===== config.mk =====
export PLATFORM = sky130hd
export DESIGN_NAME = lfsr_prng_gen
export DESIGN_NICKNAME = d
export VERILOG_FILES = /design/src/rtl/lfsr_prng_gen.sv
export SDC_FILE = /design/constraint.sdc
export NUM_CORES = 1
export LEC_CHECK = 0
export BUFFER_PORTS_ARGS = -buffer_cell sky130_fd_sc_hd__buf_4
export CAP_MARGIN = 20
export CORE_UTILIZATION = 40
export DETAILED_ROUTE_END_ITERATION = 8
export PLACE_DENSITY = 0.72
export SETUP_SLACK_MARGIN = 0.5
export SYNTH_ARGS = -nofsm -noshare
export SYNTH_HDL_FRONTEND = slang
export SYNTH_SLANG_ARGS = --single-unit
export TNS_END_PERCENT = 5

===== constraint.sdc =====
create_clock -name clk -period 1.7 [get_ports clk]
set_input_delay 0.085 -clock clk [delete_from_list [all_inputs] [get_ports clk]]
set_output_delay 0.085 -clock clk [all_outputs]
set_load 0.005 [all_outputs]

===== src/rtl/lfsr_prng_gen.sv =====
// Parametrised Fibonacci-LFSR random word generator with seed load, multi-step requests and valid/ready output.
// Optional build macro PRNG_LEAP_EN: advance two LFSR steps per clock while two or more remain.
module lfsr_prng_gen #(
    parameter int unsigned       WIDTH        = 32,
    parameter logic [WIDTH-1:0]  TAPS         = WIDTH'(32'h8020_0003),
    parameter logic [WIDTH-1:0]  DEFAULT_SEED = WIDTH'(32'h0000_0001),
    parameter int unsigned       STEP_W       = 8
) (
    input  logic              clk,
    input  logic              rstn,
    input  logic              seed_load,
    input  logic [WIDTH-1:0]  seed,
    input  logic              req,
    input  logic [STEP_W-1:0] n_steps,
    output logic              busy,
    output logic [WIDTH-1:0]  q,
    output logic              q_valid,
    input  logic              q_ready,
    output logic              lockup
);

    localparam logic [1:0] S_IDLE = 2'd0;
    localparam logic [1:0] S_RUN  = 2'd1;
    localparam logic [1:0] S_HOLD = 2'd2;

    logic [1:0]        fsm_q,    fsm_d;
    logic [WIDTH-1:0]  lfsr_q,   lfsr_d;
    logic [STEP_W-1:0] cnt_q,    cnt_d;
    logic              busy_q,   busy_d;
    logic              valid_q,  valid_d;
    logic              lockup_q, lockup_d;

    logic [WIDTH-1:0]  step1;
    logic [WIDTH-1:0]  step2;
    logic [STEP_W-1:0] n_eff;
    logic              seed_zero;

    // One Fibonacci shift: new LSB is the parity of the tapped bits.
    function automatic logic [WIDTH-1:0] lfsr_step(input logic [WIDTH-1:0] s);
        return {s[WIDTH-2:0], ^(s & TAPS)};
    endfunction

    assign step1     = lfsr_step(lfsr_q);
    assign step2     = lfsr_step(step1);
    assign n_eff     = (n_steps == '0) ? STEP_W'(1) : n_steps;
    assign seed_zero = (seed == '0);

    always_ff @(posedge clk or negedge rstn) begin
        if (!rstn) begin
            fsm_q    <= S_IDLE;
            lfsr_q   <= DEFAULT_SEED;
            cnt_q    <= '0;
            busy_q   <= 1'b0;
            valid_q  <= 1'b0;
            lockup_q <= 1'b0;
        end else begin
            fsm_q    <= fsm_d;
            lfsr_q   <= lfsr_d;
            cnt_q    <= cnt_d;
            busy_q   <= busy_d;
            valid_q  <= valid_d;
            lockup_q <= lockup_d;
        end
    end

    // Seed load overrides everything; otherwise IDLE -> RUN -> HOLD -> IDLE.
    always_comb begin
        fsm_d    = fsm_q;
        lfsr_d   = lfsr_q;
        cnt_d    = cnt_q;
        busy_d   = busy_q;
        valid_d  = valid_q;
        lockup_d = 1'b0;

        if (seed_load) begin
            fsm_d    = S_IDLE;
            lfsr_d   = seed_zero ? DEFAULT_SEED : seed;
            lockup_d = seed_zero;
            cnt_d    = '0;
            busy_d   = 1'b0;
            valid_d  = 1'b0;
        end else begin
            case (fsm_q)
                S_IDLE: begin
                    if (req) begin
                        cnt_d  = n_eff;
                        fsm_d  = S_RUN;
                        busy_d = 1'b1;
                    end
                end
                S_RUN: begin
`ifdef PRNG_LEAP_EN
                    if (cnt_q > STEP_W'(1)) begin
                        lfsr_d = step2;
                        cnt_d  = cnt_q - STEP_W'(2);
                    end else begin
                        lfsr_d = step1;
                        cnt_d  = cnt_q - STEP_W'(1);
                    end
`else
                    lfsr_d = step1;
                    cnt_d  = cnt_q - STEP_W'(1);
`endif
                    if (cnt_d == '0) begin
                        fsm_d   = S_HOLD;
                        valid_d = 1'b1;
                    end
                end
                S_HOLD: begin
                    if (q_ready) begin
                        fsm_d   = S_IDLE;
                        valid_d = 1'b0;
                        busy_d  = 1'b0;
                    end
                end
                default: begin
                    fsm_d   = S_IDLE;
                    busy_d  = 1'b0;
                    valid_d = 1'b0;
                end
            endcase
        end
    end

    assign q       = lfsr_q;
    assign busy    = busy_q;
    assign q_valid = valid_q;
    assign lockup  = lockup_q;

endmodule


* Word level (Yosys, flattened, before mapping)
Index checks and enable logic that the tools add are counted.
** Cells by class
- $add $sub $neg :: 1
- Equality and inequality tests :: 7
- Muxes and demuxes :: 20
- Reduce and logical (&&, ||, !) cells :: 11
** Operators by type and width (number)
- 32-bit 2-to-1 mux :: 3
- 32-bit zero test :: 1
- 32-bit parity :: 1
- 8-bit 2-to-1 mux :: 3
- 8-bit zero test :: 2
- 8-bit one-hot mux with 2 select lines :: 1
- 3-bit inequality test, second input constant :: 3
- 3-bit AND reduction :: 3
- 2-bit 2-to-1 mux :: 4
- 8-bit by 1-bit subtractor with 8-bit output, second input constant :: 1
- 1-bit 2-to-1 mux :: 6
- 1-bit one-hot mux with 3 select lines :: 2
- 2-bit one-hot mux with 3 select lines :: 1
- 2-bit inequality test, second input constant :: 2
- 3-bit nonzero test :: 1
- 2-bit by 1-bit equality test with 1-bit output, second input constant :: 1
- 2-bit equality test, second input constant :: 1
- 2-bit zero test :: 1
- 2-bit AND reduction :: 1
- 2-bit nonzero test :: 1
** Word-level totals
- Register bits :: 45
- Input port bits :: 45
- Output and inout bits :: 35
- Logic and storage cells :: 45

* Logic depth before layout (Yosys ltp)
Gate-level depths: netlist of run 1.
- Word-level depth :: 5
- Gate-level depth with buffers :: 6
- Depth with buffers taken out :: 6

* Worst setup path before layout of run 1
OpenSTA, ideal clock, no wires.
- Kind :: register to register
- Start :: register cnt_q[0]
- End :: register fsm_q[0]
- Library setup time :: 0.124 ns
- Arrival :: 1.652 ns
- Data required time :: 1.576 ns
- Path slack :: -0.076 ns
- Cell stages (with the launch flop) :: 7
- Path buffers :: 0
- Clock period less this slack :: 1.776 ns
- Cell sequence :: dfrtp_1 -> inv_1 -> ha_1 -> or4b_4 -> o21ai_1 -> nand4_1 -> o31a_1
** Between the ends
- Longest elaborated chain between the ends :: 4
** Ends and longest elaborated chain
- from (decl) :: line 28 : logic [STEP_W-1:0] cnt_q, cnt_d;
- from (signal assigned) :: line 59 : cnt_q <= cnt_d;
- 8-bit by 1-bit subtractor with 8-bit output :: line 102 : cnt_d = cnt_q - STEP_W'(1);
- 8-bit zero test :: line 104 : if (cnt_d == '0) begin
- 3-bit inequality test (no line)
- 3-bit AND reduction (no line)
- to (signal assigned) :: line 57 : fsm_q <= fsm_d;
- to (decl) :: line 26 : logic [1:0] fsm_q, fsm_d;
No other way between the ends.
A chain may end at the register's enable or synchronous reset.

* Worst setup path in the final report of run 1
- Start :: register cnt_q[1]
- End :: register fsm_q[0]
Same word-level chain as after synthesis.

==> results.md, run 1 <==
* H-tree Lvls at 2
* Worst-Margin Slew at 0.578 ns
* Max Root-Sink Buffers at 2
* Number of I/O port buffers at 79
* Tcrit/Tclk final at 104%
* Core Box Area at 5610 um2
* Pin count of the biggest net entering global routing at 46
* Chip Width at 78.9 um
* Synth top area share at 46.6%
* Slew headroom at 61.4%
* Worst-Skew Late Latency at 0.29 ns
* Synth Flop Type: dfrtp_1
* Post-synth top area cell: dfrtp_1
* Syn nets at 297
* Dpl hpwl at 4370 um
* Final GP Congestion at 0.859
* RSZ-0062 raised after global routing: yes
* Gr usage total at 20.9%
* Post-Syn Area at 2360 um2
* Syn Area/Cell at 9.45 um2
* Unique masters post-synth at 39
* Worst Hold End: q[24]$_DFFE_PN0P_
* Area growth, synth to finish at 40.9%
* Share of flip-flops with an asynchronous set or reset at 100%
* HP Class: primary input to flip-flop
* Failing checks: negative setup slack
* Via density per instance at 5.28
* DP Area at 3110 um2
* I/O Pins at 80
* Synth Register Bits at 45
* Drt first pass iters at 4
* Ant diodes at 0
* Nets@finish at 390
* Routed len/inst at 14.6 um
* Rows at 27
* Hold Fails Final Rpt at 0
* First-pass GRT wire length at 10400 um
* Tmin final at 1.76 ns
* R2r setup slk at -0.06 ns
* GRT overflow at 0
* Post-synthesis sequential area ratio at 47.7%
* Slew Viols, Final at 0
* Antenna violations before repair at 0
* Crit Path Class: flip-flop to flip-flop
* Worst-case clock skew at 0.00626 ns
* Vias at 2197
* CTS clk-pin slew, worst paths at 0.09 ns
* PnR worst setup slack at -0.0603 ns
* Startpoint Class: flip-flop
* P per Cell Area at 852 nW/um2
* DRC Markers at 0
* WL final at 6080 um
* Sink Count at 45
* MaxCap Viol Count at 0
* Fraction of layout cells with a size suffix above 1 at 34.9%
* Fill cells at 517
* Vert. Die Dim at 78.9 um
* Worst-path fanout max at 3
* Hold_sp: seed[24]
* Lkg Pwr at 1.55 nW
* Post-route ant nets at 0
* Worst r2r path cells at 6
* Vias in the first global route at 2132
* Area occupied by multi-input gates at 1230 um2
* Max VDD drop at 0.406 mV
* TritonCTS Buffers at 5
* R2r startpoint: cnt_q[1]$_DFFE_PN0P_
* Crit path DAT at 1.94 ns
* Status: complete, but fails checks
* EDFF count, synth at 0
* R2r endpoint: fsm_q[0]$_DFFE_PN0P_
* Hold path depth at 3
* Clock root buffer master: clkbuf_8
* Gate Count Post-Synth at 250
* CTS tree: yes
* Die area at 6220 um2
* Synth top area cells: dfrtp_1, mux2i_1, o21ai_0
* Fmax achieved at 568 MHz
* Final setup viols at 3
* Initial drt markers at 76
* Setup WS pre-CTS at -0.0834 ns
* Sequential cell area at 1130 um2
* Setup crit end kind: flip-flop
* Starting density of the core at 42.1%
* CP Data Required Time at 1.88 ns
* Synth warn at 0
* Final Cell Area at 3330 um2
[layout by cell type, fill, tap and decap left out, drive strengths merged, types with 2 or more instances in the layout]
cell	instances
nand3b	3
nor2	20
nand4	2
or3	2
mux2i	30
nand2	32
a21oi	6
dfrtp	44
nor3b	2
nor3	7
xnor2	4
dlygate4sd3	6
nand2b	2
nor4	9
ha	2
o21ai	43
inv	4
buf	95
clkbuf	7
a22oi	3
o31ai	3
[critical path: stages (launching register included)]
cell     delay, ns
dfrtp_1       0.39
inv_2         0.08
ha_4          0.13
or4b_4        0.47
o21ai_2       0.12
nand4_1       0.14
o31a_1        0.32
[registers in the layout (all words and copies together) (netlist names)]
register,count
busy,1
q,32
q_valid,1
lockup,1
fsm_q,2
cnt_q,8
[timing repair]
item,CTS,global route
buffers inserted,1,0
setup endpoints to repair,43,44
gates resized for setup,13,4
endpoints found under the hold margin,49,0
cloned,0,0
pin swaps,8,7
hold buffers,6,0
[routing by layer]
layer,routed length (um),GRT usage (%),vias up
met4,25,4.00,0
met1,2650,27.3,1032
met3,491,6.21,5
met2,2920,34.7,78
met5,0,0,-
li1,-,-,1082
[power by group]
| part | total (W) | leakage (nW) | switching (W) | internal (W) |
|---|---|---|---|---|
| registers | 0.00132 | 0.558 | 0.000120 | 0.00120 |
| logic | 0.000828 | 0.946 | 0.000373 | 0.000455 |
| clock network | 0.000691 | 0.0445 | 0.000360 | 0.000331 |
[through the flow]
step / TNS [ns] / cells / power [W] / utilization (%) / hold slack (ns)
after floorplan: -0.173 / 250 / 0.00170 / - / -0.211
after global placement: -0.119 / 401 / 0.00208 / 55.4 / 0.121
after detailed placement: -0.227 / 401 / 0.00210 / 55.4 / 0.126
after CTS: -0.0966 / 416 / 0.00284 / 59.0 / 0.000754
after global routing: -0.383 / 416 / 0.00301 / 59.4 / 0.000867
final: -0.109 / 416 / 0.00284 / 59.4 / 0.00512
[synthesized netlist by cell type (all sizes together) (2+ instances only)]
| cell type | count |
|---|---|
| nor4 | 9 |
| or3 | 2 |
| nor3 | 7 |
| nand2 | 32 |
| o31ai | 3 |
| a22oi | 3 |
| nand3b | 3 |
| nand4 | 2 |
| clkbuf | 10 |
| nor2 | 20 |
| nand2b | 2 |
| xnor2 | 4 |
| inv | 4 |
| a21oi | 6 |
| nor3b | 2 |
| o21ai | 43 |
| ha | 2 |
| dfrtp | 44 |
| mux2i | 30 |
| buf | 5 |
[worst max-delay path by stage]
stage                               startpoint                    to  slack (ns)  depth (start not counted)
after detailed placement  cnt_q[1]$_DFFE_PN0P_   q_valid$_DFFE_PN0P_       -0.08                          6
final                     cnt_q[1]$_DFFE_PN0P_  fsm_q[0]$_DFFE_PN0P_       -0.06                          6
after global placement    cnt_q[1]$_DFFE_PN0P_  fsm_q[0]$_DFFE_PN0P_       -0.04                          6
after floorplan           cnt_q[0]$_DFFE_PN0P_  fsm_q[0]$_DFFE_PN0P_       -0.06                          6
after CTS                 cnt_q[1]$_DFFE_PN0P_   q_valid$_DFFE_PN0P_       -0.04                          6
after global routing      cnt_q[1]$_DFFE_PN0P_  fsm_q[0]$_DFFE_PN0P_       -0.14                          6
[area by class of cell]
cell class	instances	share of cell area [%]
Clock inverter	1	0.225
Inverter	4	0.451
Clock buffer	7	2.59
Multi-Input combinational cell	186	36.9
Sequential cell	45	33.9
Timing Repair Buffer	101	23.2
Tap cell	72	2.71
[kinds of logic after synthesis]
group	after synthesis	synth area share, %
fa+ha+maj	2	1.06
buf+inv	19	3.28
xor+xnor	5	1.85
simple gates	84	17.3
compound gates	64	15.6
mux	31	13.2
flops	45	47.7
Power figures use the tool's default switching activity.
==> run 2: changes to the inputs <==
Settings changed: HOLD_SLACK_MARGIN set to 0.08.
==> run 2 against run 1 <==
The flow still finishes with violations (negative setup slack). Sequential cell count is the same. Total power grew 2.3%. Maximum frequency is 0.13% higher. Die area unchanged. Sequential share of layout area shrank 2.7 points. Critical path depth did not move. Critical path type unchanged.
==> results.md, run 2 (synthesis gave the netlist of run 1 again) <==
* WL met3 at 428 um
* Die area at 6220 um2
* Ant diodes at 0
* Core Box Area at 5610 um2
* Part of the power in combinational logic at 30.5%
* Sw Share at 30.2%
* Crit path DAT at 1.94 ns
* Largest delay share family, worst path: simple AND/OR/NAND/NOR gates
* Setup tns final at -0.102 ns
* Final Cell Area at 3610 um2
* First-pass GRT wire length at 11000 um
* Vias in the first global route at 2279
* Highest metal used: met4
* Leading cell types in the layout, fill and taps excluded: buf_4, dfrtp_1, o21ai_0, dlygate4sd3_1, nand2_1
* Placed cells at 401
* Starting density of the core at 42.1%
* CP max-delay cell: or4b_4
* Worst-Skew Late Latency at 0.30 ns
* Crit Path Class: flip-flop to flip-flop
* Worst-case clock skew at 0.00628 ns
* RSZ-0062 raised after global routing: yes
* Drt first pass iters at 5
* PnR worst setup slack at -0.0579 ns
* CTS clk-pin slew, worst paths at 0.08 ns
* Slew headroom at 61.5%
* Chip Width at 78.9 um
* Sink Count at 45
* Fraction of layout cells with a size suffix above 1 at 32.5%
* Vias at 2315
* MaxCap Viol Count at 0
* Routed wire length on met2 at 3330 um
* Hold Fails Final Rpt at 0
* Final GP Congestion at 0.859
* Fmax achieved at 569 MHz
* Setup crit end kind: flip-flop
* Pin count of the biggest net entering global routing at 46
* Most common cell after layout, fill and taps aside: buf_4
* CP max stage delay at 0.47 ns
* WL final at 6620 um
* Max Root-Sink Buffers at 2
* Rows at 27
* Routed len/inst at 14.9 um
* TritonCTS Buffers at 5
* Post-route ant nets at 0
* DRC Markers at 0
* Tmin final at 1.76 ns
* P per Cell Area at 802 nW/um2
* Tcrit/Tclk final at 103%
* Vert. Die Dim at 78.9 um
* Antenna violations before repair at 0
* I/O Pins at 80
* Post-Layout Cell Count at 444
* Clock root buffer master: clkbuf_8
* Dpl hpwl at 4370 um
* Initial drt markers at 90
* Max reg flops at 32
* Max VDD drop at 0.397 mV
* P_int at 0.00202 W
* M1 WL at 2820 um
* Worst-Margin Slew at 0.578 ns
* Worst-path fanout max at 3
* Post-layout util at 64.5%
* CTS tree: yes
* Nets@finish at 418
* Final setup viols at 3
* Lkg Pwr at 1.67 nW
* Failing checks: negative setup slack
* CP Data Required Time at 1.88 ns
* GRT overflow at 0
* Sum of buffers and inverters on the critical path at 1
* Number of I/O port buffers at 79
* Gr usage total at 22.4%
* H-tree Lvls at 2
* DP Area at 3110 um2
* CP Cell Sequence: inv_2, ha_4, or4b_4, o21ai_2, nand4_1, o31a_1
* Area growth, synth to finish at 53.0%
* Startpoint Class: flip-flop
* Status: complete, but fails checks
* Slew Viols, Final at 0
* Switch Pwr at 0.000875 W
* Sequential share of power at 45.5%
* HP Class: primary input to flip-flop
* Clock power share at 24.1%
* Via density per instance at 5.21
-- run 2: changes by cell type in the layout (fill, tap and decap cells not counted) --
cell           change
dlygate4sd3_1     +28
nor3_1             -1
nor3_2             +1
-- run 2: path summary, 6_finish.rpt --
kind / depth (start not counted) / endpoint / slack [ns] / start
max in group asynchronous: 2 / q[4]$_DFFE_PN0P_ / 0.98 / rstn
setup / recovery: 6 / fsm_q[0]$_DFFE_PN0P_ / -0.06 / cnt_q[1]$_DFFE_PN0P_
hold reg to reg: 2 / q_valid$_DFFE_PN0P_ / 0.56 / q_valid$_DFFE_PN0P_
min in group asynchronous: 2 / q[22]$_DFFE_PN0P_ / 0.33 / rstn
setup reg to reg: 6 / fsm_q[0]$_DFFE_PN0P_ / -0.06 / cnt_q[1]$_DFFE_PN0P_
hold / removal: 3 / cnt_q[4]$_DFFE_PN0P_ / 0.08 / n_steps[4]
-- run 2: area by class of cell --
| class | count | area [um2] |
|---|---|---|
| Inverter | 4 | 15.0 |
| Clock buffer | 7 | 86.3 |
| Clock inverter | 1 | 7.51 |
| Timing Repair Buffer | 129 | 1050 |
| Fill cell | 476 | 1990 |
| Tap cell | 72 | 90.1 |
| Multi-Input combinational cell | 186 | 1230 |
| Sequential cell | 45 | 1130 |
-- run 2: power groups by stage --
stage	logic [W]	registers [W]	clock network [W]
6_report	0.000883	0.00132	0.000698
5_1_grt	0.000974	0.00133	0.000756
4_1_cts	0.000868	0.00131	0.000706
3_5_place_dp	0.000771	0.00133	0
3_3_place_gp	0.000755	0.00133	0
2_1_floorplan	0.000374	0.00132	0
-- run 2: repair_timing --
action | 4_1_cts | 5_1_grt
hold buffers | 34 | 0
buffers inserted | 1 | 0
resized for setup | 13 | 5
cloned | 0 | 0
endpoints found under the hold margin | 78 | 0
pin swaps | 8 | 7
setup endpoints to repair | 43 | 44
-- run 2: through the flow --
| stage | hold WS [ns] | total power [W] | setup slack (ns) |
|---|---|---|---|
| floorplan | -0.211 | 0.00170 | -0.0592 |
| global placement | 0.121 | 0.00208 | -0.0434 |
| detailed placement | 0.126 | 0.00210 | -0.0834 |
| CTS | 0.0840 | 0.00289 | -0.0400 |
| global route | 0.0973 | 0.00306 | -0.138 |
| finish | 0.0753 | 0.00290 | -0.0579 |
-- run 2: tightest hold or removal path: cells and delay by family --
kind | cells | cell delay, ns
buffers and inverters | 1 | 0.09
AOI/OAI and AO/OA | 2 | 0.16
-- run 2: per-layer routing --
| metal | vias up | GRT usage (%) |
|---|---|---|
| li1 | 1137 | - |
| met1 | 1099 | 27.7 |
| met2 | 72 | 39.6 |
| met3 | 7 | 5.63 |
| met4 | 0 | 4.73 |
| met5 | - | 0 |
==> run 3: changes to the inputs <==
Settings changed: CORE_UTILIZATION 40 to 47, CTS_BUF_LIST set to sky130_fd_sc_hd__clkbuf_8, PLACE_DENSITY 0.72 to 0.82.
==> run 3 against run 2 <==
Largest power group unchanged. Worst setup slack worse by 0.11 ns. Register-to-register slack got worse by 0.11 ns. Largest cell class unchanged. Critical path type unchanged. The run still ends with negative setup slack left. Core utilization is 11 points higher.
==> results.md, run 3 (synthesis gave the netlist of run 1 again) <==
* Startpoint Class: flip-flop
* P per Cell Area at 804 nW/um2
* Fraction of layout cells with a size suffix above 1 at 31.9%
* Nets@finish at 422
* Worst-case clock skew at 0.00664 ns
* Failing checks: negative setup slack
* Setup crit end kind: flip-flop
* Initial drt markers at 164
* HP Class: primary input to flip-flop
* Hold_sp: seed[19]
* Starting density of the core at 49.4%
* Crit Path Class: flip-flop to flip-flop
* MaxCap Viol Count at 0
* I/O Pins at 80
* Tcrit/Tclk final at 110%
* Worst-Margin Slew at 0.595 ns
* Worst r2r path cells at 6
* Setup tns final at -0.453 ns
* Worst-path fanout max at 3
* Max Root-Sink Buffers at 2
* CP Data Required Time at 1.89 ns
* Post-Layout Cell Count at 443
* Worst Hold End: lockup$_DFF_PN0_
* H-tree Lvls at 2
* Worst-Skew Late Latency at 0.31 ns
* Clock root buffer master: clkbuf_8
* Vias in the first global route at 2398
* RSZ-0062 raised after global routing: yes
* TritonCTS Buffers at 5
* Drt first pass iters at 4
* CTS tree: yes
* Gr usage total at 28.6%
* Core Box Area at 4790 um2
* Chip Width at 72.9 um
* Slew headroom at 60.3%
* Vias at 2452
* Max VDD drop at 0.466 mV
* R2r startpoint: cnt_q[1]$_DFFE_PN0P_
* Crit path DAT at 2.06 ns
* Status: complete, but fails checks
* Pin count of the biggest net entering global routing at 46
* PnR worst setup slack at -0.168 ns
* Antenna violations before repair at 0
* Rows at 25
* Post-route ant nets at 0
* Area growth, synth to finish at 52.9%
* Final GP Congestion at 0.840
* Placed cells at 398
* DP Area at 3110 um2
* Slew Viols, Final at 0
* CTS clk-pin slew, worst paths at 0.09 ns
* Max reg flops at 32
* First-pass GRT wire length at 11400 um
* Ant diodes at 0
* Most common cell after layout, fill and taps aside: buf_4
* Number of I/O port buffers at 79
* Final Cell Area at 3610 um2
* R2r endpoint: fsm_q[0]$_DFFE_PN0P_
* GRT overflow at 0
* R2r setup slk at -0.17 ns
* Sink Count at 45
* WL final at 7150 um
* Final setup viols at 4
* Tmin final at 1.87 ns
* Hold path depth at 4
* Hold Fails Final Rpt at 0
* Lkg Pwr at 1.68 nW
* Dpl hpwl at 4430 um
* Routed len/inst at 16.1 um
* Leading cell types in the layout, fill and taps excluded: buf_4, dfrtp_1, o21ai_0, dlygate4sd3_1, nand2_1
* DRC Markers at 0
* Via density per instance at 5.53
* Die area at 5310 um2
* Fmax achieved at 535 MHz
* Fill cells at 338
* Vert. Die Dim at 72.9 um
==> run 3: worst max-delay path by stage <==
stage                     slack [ns]  cells past startpoint                    to            startpoint
after global routing           -0.23                      6  fsm_q[0]$_DFFE_PN0P_  cnt_q[1]$_DFFE_PN0P_
after CTS                      -0.12                      6  fsm_q[0]$_DFFE_PN0P_  cnt_q[1]$_DFFE_PN0P_
after global placement         -0.04                      6  fsm_q[0]$_DFFE_PN0P_  cnt_q[1]$_DFFE_PN0P_
final                          -0.17                      6  fsm_q[0]$_DFFE_PN0P_  cnt_q[1]$_DFFE_PN0P_
after floorplan                -0.06                      6  fsm_q[0]$_DFFE_PN0P_  cnt_q[0]$_DFFE_PN0P_
after detailed placement       -0.15                      6  fsm_q[0]$_DFFE_PN0P_  cnt_q[1]$_DFFE_PN0P_
==> run 3: final cells by class <==
| class | instances | area (um2) | area share (%) |
|---|---|---|---|
| clock inverters | 3 | 17.5 | 0.485 |
| well taps | 67 | 83.8 | 2.32 |
| clock buffers | 5 | 68.8 | 1.91 |
| repair buffers | 133 | 1090 | 30.1 |
| flip-flops and latches | 45 | 1130 | 31.2 |
| multi-input cells | 186 | 1210 | 33.5 |
| inverters | 4 | 15.0 | 0.416 |
==> run 3: routing by layer <==
metal,share of wire [%],global-route usage [%],vias up
li1,-,-,1145
met2,52,51.7,101
met3,6.9,6.35,18
met4,2.6,10.2,0
met5,0,0,-
met1,38,33.1,1188
==> run 3: per-stage QoR <==
| stage | hold slack [ns] | utilization, % | power (W) | worst slack [ns] |
|---|---|---|---|---|
| floorplan | -0.211 | - | 0.00170 | -0.0592 |
| global placement | 0.121 | 65.1 | 0.00209 | -0.0376 |
| detailed placement | 0.123 | 65.1 | 0.00212 | -0.151 |
| CTS | 0.0771 | 75.2 | 0.00287 | -0.118 |
| global route | 0.110 | 75.5 | 0.00304 | -0.229 |
| finish | 0.0974 | 75.5 | 0.00290 | -0.168 |
==> run 3: where the power goes <==
group	internal, W	switching (W)
clock	0.000284	0.000391
sequential	0.00120	0.000127
combinational	0.000503	0.000401
total	0.00198	0.000920
==> run 3: worst max-delay path, cell delays in order, from the launching register on <==
cell and delay (ns):
dfrtp_1 0.39, inv_2 0.10, ha_4 0.15, or4b_4 0.48
o21ai_2 0.15, nand4_1 0.15, o31a_1 0.32
==> run 3: repair_timing <==
action / in CTS / in global routing
pin swaps: 3 / 3
setup endpoints to repair: 42 / 44
hold buffers: 36 / 0
hold endpoints to repair: 80 / 0
buffers inserted: 1 / 0
resized for setup: 10 / 2
cloned: 0 / 0
